==> config.mk <==
export PLATFORM = sky130hd
export DESIGN_NAME = trailing_zero_bits_insert
export DESIGN_NICKNAME = d
export VERILOG_FILES = /design/src/rtl/trailing_zero_bits_insert.sv
export SDC_FILE = /design/constraint.sdc
export NUM_CORES = 1
export LEC_CHECK = 0
export ABC_AREA = 1
export BUFFER_PORTS_ARGS = -buffer_cell sky130_fd_sc_hd__buf_2
export CAP_MARGIN = 15
export CORE_MARGIN = 2
export CORE_UTILIZATION = 40
export CTS_CLUSTER_DIAMETER = 30
export DETAILED_ROUTE_END_ITERATION = 12
export GPL_TIMING_DRIVEN = 0
export MAX_ROUTING_LAYER = met4
export PLACE_DENSITY = 0.73
export SYNTH_ARGS = -nofsm -noshare
export SYNTH_HDL_FRONTEND = slang
export SYNTH_SLANG_ARGS = --single-unit
export TNS_END_PERCENT = 10
==> constraint.sdc <==
create_clock -name clk_i -period 2.8 [get_ports clk_i]
set_input_delay 0.28 -clock clk_i [delete_from_list [all_inputs] [get_ports clk_i]]
set_output_delay 0.28 -clock clk_i [all_outputs]
set_load 0.005 [all_outputs]
==> src/rtl/trailing_zero_bits_insert.sv <==
// Shifts an operand left by a clamped count, one bit per cycle, with a
// valid/ready handshake on both sides and a sticky flag for shifted-out ones.
module trailing_zero_bits_insert #(
    parameter int unsigned WIDTH = 16
) (
    input  logic                   clk_i,
    input  logic                   rst_ni,
    input  logic                   clear_i,
    input  logic                   valid_i,
    output logic                   ready_o,
    input  logic [WIDTH-1:0]       operand_i,
    input  logic [$clog2(WIDTH):0] count_i,
    output logic                   valid_o,
    input  logic                   ready_i,
    output logic [31:0]            result_o,
    output logic                   lost_o
);

    localparam int unsigned CW = $clog2(WIDTH) + 1;
    localparam logic [CW-1:0] WidthC = CW'(WIDTH);

    typedef enum logic [1:0] {StIdle, StShift, StDone} state_e;

    state_e           state_q, state_d;
    logic [WIDTH-1:0] shreg_q, shreg_d;
    logic [CW-1:0]    remaining_q, remaining_d;
    logic             lost_q, lost_d;
    logic [CW-1:0]    eff_count;
    logic             accept;

    assign eff_count = (count_i > WidthC) ? WidthC : count_i;
    assign accept    = valid_i & ready_o & ~clear_i;

    always_ff @(posedge clk_i or negedge rst_ni) begin
        if (!rst_ni) begin
            state_q     <= StIdle;
            shreg_q     <= '0;
            remaining_q <= '0;
            lost_q      <= 1'b0;
        end else begin
            state_q     <= state_d;
            shreg_q     <= shreg_d;
            remaining_q <= remaining_d;
            lost_q      <= lost_d;
        end
    end

    always_comb begin
        state_d = state_q;
        if (clear_i) begin
            state_d = StIdle;
        end else begin
            unique case (state_q)
                StIdle:  if (accept) state_d = (eff_count == '0) ? StDone : StShift;
                StShift: if (remaining_q == CW'(1)) state_d = StDone;
                StDone:  if (ready_i) state_d = StIdle;
                default: state_d = StIdle;
            endcase
        end
    end

    always_comb begin
        shreg_d     = shreg_q;
        remaining_d = remaining_q;
        lost_d      = lost_q;
        if (clear_i) begin
            shreg_d     = '0;
            remaining_d = '0;
            lost_d      = 1'b0;
        end else begin
            unique case (state_q)
                StIdle: begin
                    if (accept) begin
                        shreg_d     = operand_i;
                        remaining_d = eff_count;
                        lost_d      = 1'b0;
                    end
                end
                StShift: begin
                    shreg_d     = shreg_q << 1;
                    lost_d      = lost_q | shreg_q[WIDTH-1];
                    remaining_d = remaining_q - CW'(1);
                end
                StDone: begin
                    // Drop the finished result once it has been handed off.
                    if (ready_i) begin
                        shreg_d     = '0;
                        remaining_d = '0;
                        lost_d      = 1'b0;
                    end
                end
                default: begin
                    shreg_d     = '0;
                    remaining_d = '0;
                    lost_d      = 1'b0;
                end
            endcase
        end
    end

    // Outputs are gated by state so they read zero outside DONE.
    always_comb begin
        ready_o  = (state_q == StIdle) & rst_ni;
        valid_o  = (state_q == StDone);
        result_o = valid_o ? 32'(shreg_q) : 32'h0;
        lost_o   = valid_o & lost_q;
    end

endmodule

==> summary.md <==
| Metric | Value |
|---|---|
| Hold slack | -0.00388 ns |
| #FFs+latches synth | 24 |
| Antenna violations before repair | 0 |
| Yosys warns | 0 |
| Final core utilization | 50.6% |
| Design area | 2000 sq um |
| Reg clk slew, reported paths | roughly 0.08 ns |
| Post-synthesis cell count | 230 |
| Routed WL | between 3000 and 4000 um |
| Peak supply drop | about 290 uV |
| Max transition margin | 62.2% |
| Inst Count DP | between 300 and 400 |
| Worst skew pair latency | about 0.26 ns |
| Seq/Total Area, Yosys | approximately 37% |
| Vias in the first global route | roughly 1.3k |
| TritonCTS Buffers | 3 |
| Maximum net fanout on the critical path | 10 |
| Outcome | finished, violations left |
| Worst EP required | 2.52 ns |
| Tmin final | ~1.9 ns |
| Busiest grt layer | met2 |
| Largest net degree at the start of global routing | 27 |
| RSZ-0062 raised after global routing | no |
| Drt first pass iters | 4 |
| Post-CTS setup buffer count | 0 |
| Placed cell areas | ~2000 sq um |
| # Max-Cap Violations | 0 |
| Die height | between 60 and 70 um |
| Core Region | 3940 sq um |
| Compound-Gate Fraction of Synth Area | between 10% and 20% |
| Largest family of logic cells by synthesized area | simple AND/OR/NAND/NOR gates |
| Port Buf Inserts | between 40 and 50 |
| Rows | 23 |
| HPWL Detailed | between 2000 and 3000 um |
| Worst min path class | input pin to asynchronous set/reset pin |
| GRT Overall Usage | 17.3% |
| CTS Hold Bufs | 0 |
| Final net count | 322 |
| Final Non-Filler Cells | ~340 |
| Mux share of post-synthesis cell area | 0% |
| CP Launch Type | register |
| Slew at the pin closest to its max-slew limit | around 0.57 ns |
| Total number of vias | about 1.5k |
| Failing checks | negative hold slack |
| P&R area growth vs syn | 23.5% |
| CTS tree | yes |
| Fin Clk Skew | 0.00271 ns |
| Leak | around 0.0011 uW |
| GR Util met1 | 22.6% |
| Post-DRT Antenna Nets | 0 |
| Xor/xnor cell area share of the yosys netlist | 0% |
| M3 GR Usage | 2.50% |
| CTS resizes | 0 |
| Unique cell type count in the Yosys netlist | 23 |
| Most frequent cells in the layout | 61 x nand2_1, 46 x buf_2, 29 x nor2_1, 28 x inv_1, 26 x o21ai_0 |
| Die width | just under 70 um |
| Gp weighted congestion | about 0.85 |
| Tcrit/Tclk final | 69.2% |
| Via density | ~4.5 |
| Fmax | 516 MHz |
| Crit Path Category | register to output pin |
| Signal arrival time at the worst endpoint | roughly 1.7 ns |
| Initial Util | roughly two fifths |
| Mean post-synth cell area | around 7 sq um |
| ANT cells | 0 |
| GRT overflow | 0 |
| DRT iter0 DRCs | between 100 and 150 |
| Final Setup Violations | 0 |
| Post-Synth Simple-Gate Area | roughly 30% |
| Commonest non-fill, non-tap cell in the layout | nand2_1 |
| H-tree levels | 1 |
| # IOs | 61 |
| Drt drc | 0 |
| M2 GR Usage | 28.2% |
| Count of final hold-check violations | 1 |
| Worst Setup End Kind | output pin |
| Setup TNS | 0 ns |
| Root Driver | clkbuf_8 |
| Clk buf depth | 2 |
| Cell area power density | ~760 nW/um^2 |
| Wire per inst | roughly 11 um |
| Post-synthesis cell area | 1620 sq um |
| First-pass GRT wire length | approximately 5800 um |
| Ratio of cells with drive above 1 in the final layout | 28.8% |
| Sink Count | 24 |
| Area of the die | 4560 sq um |
| Adder-Cell Fraction of Synth Area | between 1.5 and 2% |
| Fin. max-slew vios | 0 |
## final cells by class
class	count	area, sq um
fill	404	1950
multi-input combinational	167	783
sequential	24	601
timing repair buffer	44	220
buffer	23	171
inverter	31	116
tap	50	62.6
clock buffer	3	41.3
## synthesized netlist by cell type
library cell / n / share of area (%)
buf_6: 3 / 2.1
nor2_1: 29 / 6.7
inv_1: 28 / 6.5
nand2_1: 61 / 14
a21oi_1: 1 / 0.31
o21ai_0: 26 / 8.1
or2_2: 1 / 0.39
nand3_2: 1 / 0.62
nand2_4: 2 / 1.4
inv_2: 2 / 0.46
o22ai_1: 1 / 0.39
conb_1: 1 / 0.23
nor3b_1: 1 / 0.46
ha_1: 2 / 1.5
nor2_4: 2 / 1.4
clkinv_1: 1 / 0.23
o21ai_2: 8 / 4.3
clkbuf_1: 2 / 0.46
buf_2: 2 / 0.62
dfrtp_1: 24 / 37
nand3_1: 14 / 4.3
buf_4: 16 / 7.4
o21ai_1: 2 / 0.62
## critical path, stage by stage (launching register included)
cell and delay [ns]:
dfrtp_1 0.43, inv_1 0.10, nor2_4 0.14, clkinv_1 0.22, buf_2 0.25, nor2_1 0.13
buf_2 0.13
## cell families after synthesis
group | count (synthesis)
AO/OA/AOI/OAI | 38
adder cells (fa/ha/maj) | 2
buffers and inverters | 54
flip-flops | 24
other | 1
AND/OR/NAND/NOR | 111
## flip-flops by register name, summed over array words and instances, names as in the netlist
signal	count
remaining_q	5
lost_q	1
state_q	2
shreg_q	16
## per-stage QoR
stage	total power, uW	worst slack (ns)
after floorplan	1110	1.43
after global placement	1290	1.05
after detailed placement	1310	1.04
after CTS	1510	0.841
after global routing	1670	0.738
final	1510	0.864
## layer usage
metal  vias to the layer above  wire length, um
met4                         0               19
met3                         2              145
li1                        806                -
met5                         -                0
met1                       682             1790
met2                        32             1670
## path summary, 6_finish.rpt
check	cells after the start	end	startpoint	slack (ns)
setup / recovery	6	result_o[5]	state_q[1]$_DFFE_PN0P_	0.86
hold / removal	1	remaining_q[2]$_DFFE_PN0P_	rst_ni	-0.004
setup reg to reg	6	shreg_q[8]$_DFFE_PN0P_	state_q[1]$_DFFE_PN0P_	1.32
hold reg to reg	2	remaining_q[4]$_DFFE_PN0P_	remaining_q[4]$_DFFE_PN0P_	0.53
max in group asynchronous	1	shreg_q[13]$_DFFE_PN0P_	rst_ni	2.42
min in group clk_i	3	shreg_q[0]$_DFFE_PN0P_	operand_i[0]	0.29
## report_power, final
part / total (uW) / internal (uW) / leakage [uW] / switching, uW
clock network: 201 / 96.1 / 0.0000216 / 105
registers: 533 / 462 / 0.000319 / 70.3
logic: 773 / 273 / 0.000770 / 500
total: 1510 / 832 / 0.00111 / 675
Note: power is estimated with default switching activity, not from simulation.
